[src/rtl/stream_demux_pkg.sv]
// Shared types and defaults for the stream_demux block.
//   state_t     : packet-lock FSM encoding (IDLE / LOCK_A / LOCK_B)
//   DATA_W_DEF  : default word width
//   CNT_W_DEF   : default per-port delivered-word counter width
package stream_demux_pkg;

  typedef enum logic [1:0] {
    IDLE   = 2'd0,
    LOCK_A = 2'd1,
    LOCK_B = 2'd2
  } state_t;

  localparam int DATA_W_DEF = 4;
  localparam int CNT_W_DEF  = 8;

endpackage

[src/rtl/stream_slot.sv]
// One-entry registered valid/ready holding slot with a load strobe.
// Ports:
//   clk, rst   : clock, synchronous active-high reset
//   load       : write load_data into the slot this cycle
//   load_data  : word to store
//   data       : held word (keeps its value after draining)
//   valid      : slot full
//   ready      : downstream accepts; slot drains on valid && ready
// A load in the same cycle as a drain refills the slot with no bubble.
module stream_slot #(
  parameter int DATA_W = 4
) (
  input  logic              clk,
  input  logic              rst,
  input  logic              load,
  input  logic [DATA_W-1:0] load_data,
  output logic [DATA_W-1:0] data,
  output logic              valid,
  input  logic              ready
);

  logic [DATA_W-1:0] data_p1;
  logic              vld_p1;

  // ---- stage p1: holding register ----
  always_ff @(posedge clk) begin
    if (rst) begin
      vld_p1  <= 1'b0;
      data_p1 <= '0;
    end else begin
      if (load) begin
        vld_p1  <= 1'b1;
        data_p1 <= load_data;
      end else if (vld_p1 && ready) begin
        vld_p1  <= 1'b0;
      end
    end
  end

  assign data  = data_p1;
  assign valid = vld_p1;

endmodule

[src/rtl/stream_demux.sv]
// stream_demux: steers a single valid/ready word stream to port A or port B.
// The route is chosen by in_sel on the first word of a packet and held until
// the word carrying in_last is accepted. Each port has one registered slot.
// Ports:
//   clk, rst                    : clock, synchronous active-high reset
//   in_data/in_sel/in_last      : input word, route select, end-of-packet
//   in_valid/in_ready           : input handshake (in_ready is combinational)
//   a_data/a_valid/a_ready      : port A output stream
//   b_data/b_valid/b_ready      : port B output stream
//   busy                        : a packet is locked to a port
//   a_count/b_count             : saturating delivered-word counts
//                                 (present only with STREAM_DEMUX_STATS_EN)
// Build option: define STREAM_DEMUX_STATS_EN to add the delivery counters.
module stream_demux
  import stream_demux_pkg::*;
#(
  parameter int DATA_W = DATA_W_DEF
`ifdef STREAM_DEMUX_STATS_EN
  ,
  parameter int CNT_W  = CNT_W_DEF
`endif
) (
  input  logic              clk,
  input  logic              rst,
  input  logic [DATA_W-1:0] in_data,
  input  logic              in_sel,
  input  logic              in_last,
  input  logic              in_valid,
  output logic              in_ready,
  output logic [DATA_W-1:0] a_data,
  output logic              a_valid,
  input  logic              a_ready,
  output logic [DATA_W-1:0] b_data,
  output logic              b_valid,
  input  logic              b_ready,
`ifdef STREAM_DEMUX_STATS_EN
  output logic [CNT_W-1:0]  a_count,
  output logic [CNT_W-1:0]  b_count,
`endif
  output logic              busy
);

  state_t state, state_nxt;
  logic   tgt_b;
  logic   accept;
  logic   load_a, load_b;

  // Target port: follow in_sel only between packets; inside a packet the
  // lock decides, so a toggling in_sel mid-packet cannot split it.
  always_comb begin
    tgt_b = 1'b0;
    case (state)
      IDLE:    tgt_b = in_sel;
      LOCK_A:  tgt_b = 1'b0;
      LOCK_B:  tgt_b = 1'b1;
      default: tgt_b = 1'b0;
    endcase
  end

  // Only the target slot can back-pressure the producer.
  assign in_ready = tgt_b ? (!b_valid || b_ready) : (!a_valid || a_ready);
  assign accept   = in_valid && in_ready;
  assign load_a   = accept && !tgt_b;
  assign load_b   = accept &&  tgt_b;
  assign busy     = (state != IDLE);

  always_ff @(posedge clk) begin
    if (rst) state <= IDLE;
    else     state <= state_nxt;
  end

  always_comb begin
    state_nxt = state;
    if (accept) begin
      if (in_last)         state_nxt = IDLE;
      else if (state == IDLE) state_nxt = in_sel ? LOCK_B : LOCK_A;
    end
  end

  stream_slot #(.DATA_W(DATA_W)) u_slot_a (
    .clk       (clk),
    .rst       (rst),
    .load      (load_a),
    .load_data (in_data),
    .data      (a_data),
    .valid     (a_valid),
    .ready     (a_ready)
  );

  stream_slot #(.DATA_W(DATA_W)) u_slot_b (
    .clk       (clk),
    .rst       (rst),
    .load      (load_b),
    .load_data (in_data),
    .data      (b_data),
    .valid     (b_valid),
    .ready     (b_ready)
  );

`ifdef STREAM_DEMUX_STATS_EN
  // Increment that sticks at all-ones instead of wrapping.
  function automatic logic [CNT_W-1:0] sat_inc(input logic [CNT_W-1:0] v);
    if (&v) return v;
    else    return v + 1'b1;
  endfunction

  // ---- delivery counters ----
  always_ff @(posedge clk) begin
    if (rst) begin
      a_count <= '0;
      b_count <= '0;
    end else begin
      if (a_valid && a_ready) a_count <= sat_inc(a_count);
      if (b_valid && b_ready) b_count <= sat_inc(b_count);
    end
  end
`endif

endmodule

[config.mk]
export PLATFORM = sky130hd
export DESIGN_NAME = stream_demux
export DESIGN_NICKNAME = d
export VERILOG_FILES = /design/src/rtl/stream_demux_pkg.sv /design/src/rtl/stream_slot.sv /design/src/rtl/stream_demux.sv
export SDC_FILE = /design/constraint.sdc
export NUM_CORES = 1
export LEC_CHECK = 0
export CAP_MARGIN = 25
export CORE_MARGIN = 1.5
export CORE_UTILIZATION = 43
export DETAILED_ROUTE_END_ITERATION = 8
export MAX_ROUTING_LAYER = met4
export PLACE_DENSITY_LB_ADDON = 0.3
export SYNTH_ARGS = -nofsm -noshare
export SYNTH_HDL_FRONTEND = slang
export SYNTH_SLANG_ARGS = --single-unit
[constraint.sdc]
create_clock -name clk -period 3.51 [get_ports clk]
set_input_delay 0.351 -clock clk [delete_from_list [all_inputs] [get_ports clk]]
set_output_delay 0.351 -clock clk [all_outputs]
set_load 0.005 [all_outputs]
==> impl_metrics.tcl, run 1 <==
set metrics [dict create \
    status "finished with violations" \
    failed_checks "design-rule violations" \
    cts_hold_buf 0 \
    synth_top_area_frac 0.4174 \
    ys.warnings.count 0 \
    clk_path_buf_depth 2 \
    slew_headroom 0.6860 \
    drive_above_1_share 0.06977 \
    drtIter0Drc 14 \
    cp_common_cell "clkdlybuf4s50_1" \
    avgSynthCellArea_um2 8.993 \
    cp_data_required_time_ns 3.16 \
    fin_nets 99 \
    synth_fa_ha_area_frac 0 \
    final_cells 101 \
    grt_overflow 0 \
    initial_core_util 0.4536 \
    synth_top_family_by_area "compound AO/OA/AOI/OAI gates" \
    numCtsBuffers 3 \
    area_growth_pct 43.26 \
    slew_violations 0 \
    drc 2 \
    ys_ff_latch 12 \
    dp_cells 98 \
    io_pins 23 \
    grt_pass1_wl_mm 2.090 \
    yosysUniqueCellTypes 22 \
    crit_fanout 10 \
    gr-usage-all-layers 0.2048 \
    core_mm2 0.001269 \
    critical-path-top-delay-family "buffers and inverters" \
    die_h_um 39.59 \
    yosys.area_share.xor_xnor 0 \
    crit_arrival_ns 2.01 \
    final_antenna_net_count 0 \
    via_count 596 \
    clk_pin_slew_ns 0.07 \
    wl_per_cell_um 13.49 \
    hp-class "register to register" \
    critPathSlowestCell "clkdlybuf4s50_1" \
    hold_depth 2 \
    max_cap_viol_count 0 \
    skew_ns 0.002266 \
    ir_worst_vdd_mv 0.2149 \
    period_needed_ns 2.358 \
    syn_area_um2 575.6 \
    port_buffers 22 \
    grt_pass1_vias 504 \
    clock-sinks 12 \
    root_buffer "clkbuf_4" \
    synth_cells 64 \
    synth.area.top_cells "dfxtp_1 42%, o31ai_1 10%, a21oi_1 8.7%, nand4_1 8.7%, nor2b_1 3.3%" \
    rr_endpoint "state[1]" \
    post_drt_via_cell_ratio 5.901 \
    powerDensity_mw_per_mm2 360.8 \
    place_hpwl_um 998 \
    tightest_slew_ns 0.4695 \
    synthFlopType "dfxtp_1" \
    final_common_cell "clkdlybuf4s50_1" \
    synth_edf_count 0 \
    die-area_mm2 0.001567 \
    cts_tree "done" \
    yosysTopAreaCell "dfxtp_1" \
    r2r_start "u_slot_a.valid" \
    ff2ff_path_depth 3 \
    power.leakage_nw 0.2939 \
    crit_chain "clkdlybuf4s50_1, o21bai_4, mux2i_1, clkdlybuf4s50_1" \
    layout_common_cells "22 x clkdlybuf4s50_1, 12 x dfxtp_1, 10 x a21oi_1, 8 x nand4_1, 8 x o31ai_1" \
    die_x_um 39.59 \
    cts.repair.resized 0 \
    synth_compound_area_frac 0.3174 \
    synth_seq_area_share 0.4174 \
    hold_path_end "u_slot_a.data[1]" \
    drt_pre_antenna_iters 6 \
    hold_violations 0 \
    syn-num-nets 75 \
    crit_type "input port to output pin" \
    std_cell_rows 13 \
    gp_congestion 0.8550 \
    worst-path-buf-inv 2 \
    antenna_found_initial 0 \
    synth_mux_area_frac 0.01739 \
    cts_setup_buffers 0 \
    worst_path_largest_cell_delay_ns 0.55 \
    reg2reg_slack_ns 2.18 \
    rsz0062_at_grt "false" \
    synthSimpleGateAreaFrac 0.2065 \
    totalWireLength_mm 1.362 \
    worstSetupStartpointType "input port" \
    synthArstFlopShare 0 \
    grt_max_degree 15 \
    fin_crit_sh 0.6718 \
    n_antenna_cell 0 \
    end_kind "output pin" \
    cts_max_level 1 \
    clock_latency_ns 0.26 \
    max_freq_mhz 424.1 \
    setup_viol 0 \
    setup_tns_ns 0 \
    hp-start "u_slot_a.data[1]" \
]
metrics by stage:
step	hold slack, ns	setup WS, ns	cell area, um2	util	power [mW]
6_report	0.4699	1.152	824.5	0.6499	0.2975
2_1_floorplan	0.4646	2.277	575.6	-	0.1826
3_3_place_gp	0.4578	1.187	802.0	0.6322	0.2164
4_1_cts	0.4722	1.145	824.5	0.6499	0.3002
3_5_place_dp	0.4619	1.161	802.0	0.6322	0.2175
5_1_grt	0.4940	1.054	824.5	0.6499	0.3107
worst max-delay path by stage:
stage | start | end | slack [ns] | cells after the start
2_1_floorplan | state[1] | in_ready | 2.28 | 2
3_3_place_gp | in_sel | in_ready | 1.19 | 4
5_1_grt | in_sel | in_ready | 1.05 | 4
4_1_cts | in_sel | in_ready | 1.15 | 4
3_5_place_dp | in_sel | in_ready | 1.16 | 4
6_report | in_sel | in_ready | 1.15 | 4
worst reg2reg max path, delay by kind of cell (launching register included):
kind             cells  cell delay [ns]
multiplexers         1             0.20
AND/OR/NAND/NOR      1             0.39
AO/OA/AOI/OAI        1             0.25
flip-flops           1             0.38
power by group:
part / total (mW) / switching [mW] / leakage [nW] / internal (mW)
registers: 0.149 / 0.00557 / 0.0982 / 0.144
clock network: 0.0830 / 0.0434 / 0.0138 / 0.0396
logic: 0.0650 / 0.0284 / 0.182 / 0.0366
total: 0.297 / 0.0774 / 0.294 / 0.220
sequential cells by signal, indices dropped and copies added, names as in the netlist:
name,cells
state,2
u_slot_a.valid,1
u_slot_b.valid,1
u_slot_b.data,4
u_slot_a.data,4
routing by layer:
layer  up-vias  GRT usage  share of wire
met5         -          -              0
met4         0     0.1121         0.0073
met3         2    0.03409          0.076
met2        29     0.3074           0.46
met1       270     0.2595           0.45
li1        295          -              -
layout make-up:
cell class,instances,area (um2)
fillers,120,444.2
flip-flops and latches,12,240.2
repair buffers,22,220.2
clock buffers,3,22.52
multi-input cells,46,311.5
well taps,15,18.77
inverters,3,11.26
cell families after synthesis:
logic type             after synthesis
AOI/OAI and AO/OA                   25
and+or+nand+nor                     20
DFF                                 12
buffers and inverters                6
muxes                                1
synthesized netlist by cell type (2+ instances only):
cell / count
dfxtp_1: 12
nor2b_1: 3
inv_1: 3
nand2b_1: 2
o31ai_1: 8
clkbuf_1: 2
a21oi_1: 10
nand4_1: 8
nor2_1: 3
No activity file was read; power rests on OpenSTA's default activity.
==> inputs of run 2 (changes only) <==
CORE_UTILIZATION = 40   (was 43)
clock period = 2.2 ns   (was 3.51 ns; I/O delays follow)
==> run 2 against run 1 <==
  * The flow now finishes without violations
  * Clock skew rose by 0.0033 ns
  * Sequential share of layout area decreased by 1.1 points
  * Register-to-register slack worse by 1.3 ns
  * Non-clock buffer count is 2 higher
  * Setup slack worse by 0.92 ns
  * Combinational power grew 69%
  * Cell count is 3.0% higher
  * Hold slack improved by 0.0051 ns
  * First-iteration DRC count decreased by 21%
  * Critical endpoint unchanged
  * Largest cell class unchanged
==> impl_metrics.tcl, run 2 (same netlist as run 1, synthesis figures left out) <==
set metrics [dict create \
    setup_viol 0 \
    ir_worst_vdd_mv 0.4091 \
    top_usage_layer "met2" \
    grt_max_degree 15 \
    post_drt_via_cell_ratio 5.788 \
    fin_ws_ns 0.2369 \
    worstSetupStartpointType "input port" \
    final_antenna_net_count 0 \
    cp_data_required_time_ns 1.98 \
    slew_headroom 0.6893 \
    max_cap_viol_count 0 \
    root_buffer "clkbuf_4" \
    hp-class "register to register" \
    numCtsBuffers 3 \
    drtIter0Drc 11 \
    drc 0 \
    clock-sinks 12 \
    final_common_cell "clkdlybuf4s50_1" \
    grt_pass1_vias 478 \
    clk_path_buf_depth 2 \
    crit_chain "clkdlybuf4s50_1, o21bai_4, mux2i_2, clkdlybuf4s50_1" \
    initial_core_util 0.4368 \
    critPathSlowestCell "clkdlybuf4s50_1" \
    reg2reg_slack_ns 0.90 \
    crit_arrival_ns 1.74 \
    n_antenna_cell 0 \
    worst_path_largest_cell_delay_ns 0.54 \
    place_hpwl_mm 1.030 \
    drive_above_1_share 0.1124 \
    end_kind "output pin" \
    wl_per_cell_um 13.50 \
    cp_common_cell "clkdlybuf4s50_1" \
    setup_tns_ns 0 \
    tightest_slew_ns 0.4645 \
    drt_pre_antenna_iters 4 \
    fin_nets 101 \
    grt_overflow 0 \
    io_pins 23 \
    utilization 0.6505 \
    skew_ns 0.005540 \
    rsz0062_at_grt "false" \
    crit_fanout 4 \
    critical-path-top-delay-family "buffers and inverters" \
    cts_max_level 1 \
    fin_crit_sh 0.8923 \
    cts_hold_buf 0 \
    power.leakage_nw 0.3075 \
    dp_slack_ns 0.1096 \
    status "finished clean" \
    via_count 602 \
    die-area_mm2 0.001675 \
    port_buffers 22 \
    die_h_um 40.93 \
    gp_congestion 0.8686 \
    powerDensity_mw_per_mm2 617.0 \
    die_x_um 40.93 \
    core_mm2 0.001318 \
    worst-path-buf-inv 2 \
    gr-usage-all-layers 0.2002 \
    crit_type "input port to output pin" \
    period_needed_ns 1.963 \
    slew_violations 0 \
    totalWireLength_mm 1.404 \
    std_cell_rows 13 \
    grt_pass1_wl_mm 2.118 \
    layout_common_cells "22 x clkdlybuf4s50_1, 12 x dfxtp_1, 10 x a21oi_1, 8 x nand4_1, 8 x o31ai_1" \
    max_freq_mhz 509.4 \
    cts_tree "done" \
    area_growth_pct 48.91 \
    grt_use_met1 0.2632 \
    hold_violations 0 \
    clock_latency_ns 0.28 \
    met3_usage 0.04891 \
    clk_pin_slew_ns 0.07 \
    antenna_found_initial 0 \
    grt.met2_usage 0.2930 \
]
-- run 2: final cells by class --
cell class	count	area, um2
multi-input cells	46	315.3
well taps	15	18.77
fillers	111	460.4
clock buffers	4	36.28
repair buffers	24	235.2
flip-flops and latches	12	240.2
inverters	3	11.26
-- run 2: worst register-to-register path: stages, from the launching register on --
cell,delay [ns]
dfxtp_1,0.37
nor2b_1,0.41
mux2i_2,0.16
a32o_1,0.25
-- run 2: metrics by stage --
| stage | cells | hold slack [ns] | cell area (um2) | power, mW |
|---|---|---|---|---|
| after floorplan | 64 | 0.3700 | 575.6 | 0.2913 |
| after global placement | 99 | 0.4587 | 809.5 | 0.3476 |
| after detailed placement | 99 | 0.4664 | 809.5 | 0.3487 |
| after CTS | 103 | 0.4772 | 845.8 | 0.5273 |
| after global routing | 104 | 0.5090 | 857.1 | 0.5531 |
| final | 104 | 0.4750 | 857.1 | 0.5288 |
-- run 2: worst paths after layout --
| check | startpoint | end | cells past startpoint |
|---|---|---|---|
| setup reg to reg | u_slot_a.valid | state[1] | 3 |
| hold reg to reg | u_slot_b.data[1] | u_slot_b.data[1] | 2 |
| setup / recovery | in_sel | in_ready | 4 |
| hold / removal | u_slot_b.data[1] | u_slot_b.data[1] | 2 |
-- run 2: report_power, final --
part / internal (mW) / leakage, nW / switching [mW]
logic: 0.0626 / 0.188 / 0.0470
registers: 0.230 / 0.0982 / 0.00901
clock network: 0.101 / 0.0210 / 0.0798
-- run 2: timing repair --
action                                  4_1_cts  5_1_grt
endpoints found under the setup margin        0        1
buffers inserted                              0        1
gates resized for setup                       0        1
-- run 2: metal layers --
| layer | share of wire | vias to the layer above | wire (um) |
|---|---|---|---|
| met5 | 0 | - | 0 |
| met4 | 0.014 | 0 | 20 |
| met3 | 0.060 | 2 | 84 |
| met2 | 0.47 | 18 | 657 |
| met1 | 0.46 | 281 | 642 |
| li1 | - | 301 | - |
==> inputs of run 3 (changes only) <==
CELL_PAD_IN_SITES_DETAIL_PLACEMENT = 1   (was unset)
CELL_PAD_IN_SITES_GLOBAL_PLACEMENT = 1   (was unset)
CORE_UTILIZATION = 29   (was 40)
SLEW_MARGIN = 0   (was unset)
==> run 3 against run 2 <==
  * Clock power about the same
  * Critical path depth fell by 1
  * Highest routed layer unchanged
  * Hold slack gained 0.0090 ns
  * Total power fell by 0.15%
  * Largest power group unchanged
  * Sequential share of layout area down 0.28 points
  * Setup slack got worse by 0.0048 ns
==> impl_metrics.tcl, run 3 (same netlist as run 1, synthesis figures left out) <==
set metrics [dict create \
    status "finished clean" \
    clock_latency_ns 0.27 \
    crit_arrival_ns 1.75 \
    io_pins 23 \
    setup_viol 0 \
    setup_tns_ns 0 \
    wl_per_cell_um 14.87 \
    root_buffer "clkbuf_4" \
    port_buffers 22 \
    rsz0062_at_grt "false" \
    via_count 606 \
    critPathSlowestCell "clkdlybuf4s50_1" \
    drc 0 \
    layout_common_cells "22 x clkdlybuf4s50_1, 12 x dfxtp_1, 10 x a21oi_1, 8 x nand4_1, 8 x o31ai_1" \
    crit_chain "o21bai_4, mux2i_1, clkdlybuf4s50_1" \
    die-area_mm2 0.002261 \
    tightest_slew_ns 0.5216 \
    clk_pin_slew_ns 0.08 \
    drt_pre_antenna_iters 2 \
    cts_hold_buf 0 \
    power.leakage_nw 0.3106 \
    area_growth_pct 50.43 \
    slew_headroom 0.6512 \
    grt_pass1_wl_mm 2.794 \
    max_freq_mhz 508.1 \
    max_cap_viol_count 0 \
    worstSetupStartpointType "register" \
    cts_tree "done" \
    skew_ns 0.003082 \
    ir_worst_vdd_mv 0.3163 \
    grt_max_degree 15 \
    die_h_um 47.55 \
    place_hpwl_mm 1.279 \
    gp_congestion 0.7111 \
    std_cell_rows 15 \
    slew_violations 0 \
    post_drt_via_cell_ratio 5.316 \
    drive_above_1_share 0.1011 \
    cts.repair.resized 0 \
    grt_pass1_vias 639 \
    utilization 0.4806 \
    final_antenna_net_count 0 \
    powerDensity_mw_per_mm2 609.8 \
    fillers 223 \
    period_needed_ns 1.968 \
    gr-usage-all-layers 0.1786 \
    totalWireLength_mm 1.695 \
    final_common_cell "clkdlybuf4s50_1" \
    numCtsBuffers 3 \
    crit_fanout 7 \
    initial_core_util 0.3194 \
    fin_crit_sh 0.8945 \
    cp_data_required_time_ns 1.98 \
    grt_overflow 0 \
    cts_max_level 1 \
    core_mm2 0.001802 \
    hold_violations 0 \
    hp-class "register to register" \
    fin_nets 101 \
    n_antenna_cell 0 \
    end_kind "output pin" \
    clock-sinks 12 \
    worst_path_largest_cell_delay_ns 0.55 \
    die_x_um 47.55 \
    clk_path_buf_depth 2 \
    drtIter0Drc 3 \
    antenna_found_initial 0 \
    cts_setup_buffers 0 \
    crit_type "register to output pin" \
]
-- run 3: where the power goes --
part | total, mW | internal (mW) | switching [mW] | leakage (nW)
registers | 0.239 | 0.230 | 0.00968 | 0.0982
clock network | 0.178 | 0.100 | 0.0776 | 0.0210
logic | 0.111 | 0.0618 | 0.0489 | 0.191
-- run 3: critical path: cells and delay by family (launching register included) --
kind            cells  cell delay [ns]
buf+inv             1             0.55
flops               1             0.45
compound gates      1             0.18
mux                 1             0.30
-- run 3: through the flow --
stage / worst slack (ns) / instances / hold WS (ns) / total power [mW] / instance area (um2)
after floorplan: 1.009 / 64 / 0.3700 / 0.2913 / 575.6
after global placement: 0.2772 / 110 / 0.4621 / 0.3522 / 829.5
after detailed placement: 0.2415 / 110 / 0.4684 / 0.3542 / 829.5
after CTS: 0.2171 / 114 / 0.4873 / 0.5330 / 865.8
after global routing: 0.1087 / 114 / 0.4959 / 0.5589 / 865.8
final: 0.2321 / 114 / 0.4840 / 0.5280 / 865.8
-- run 3: final timing paths --
check	startpoint	to	slack, ns	cells after the start
max	state[0]	in_ready	0.23	3
min	u_slot_a.data[3]	u_slot_a.data[3]	0.48	2
max reg2reg	u_slot_a.valid	state[1]	0.86	3
min reg2reg	u_slot_a.data[3]	u_slot_a.data[3]	0.48	2
-- run 3: layout make-up --
cell class | count | area, um2 | share of cell area
sequential | 12 | 240.2 | 0.2775
inverter | 3 | 11.26 | 0.01301
tap | 25 | 31.28 | 0.03613
clock buffer | 4 | 36.28 | 0.04191
multi-input combinational | 46 | 311.5 | 0.3598
timing repair buffer | 24 | 235.2 | 0.2717
-- run 3: routing by layer --
layer	vias to the layer above	wire, um	global-route usage	part of all wire
met4	0	9	0.03784	0.0053
met3	2	54	0.04906	0.032
met5	-	0	-	0
li1	298	-	-	-
met1	292	821	0.2295	0.48
met2	14	810	0.2811	0.48
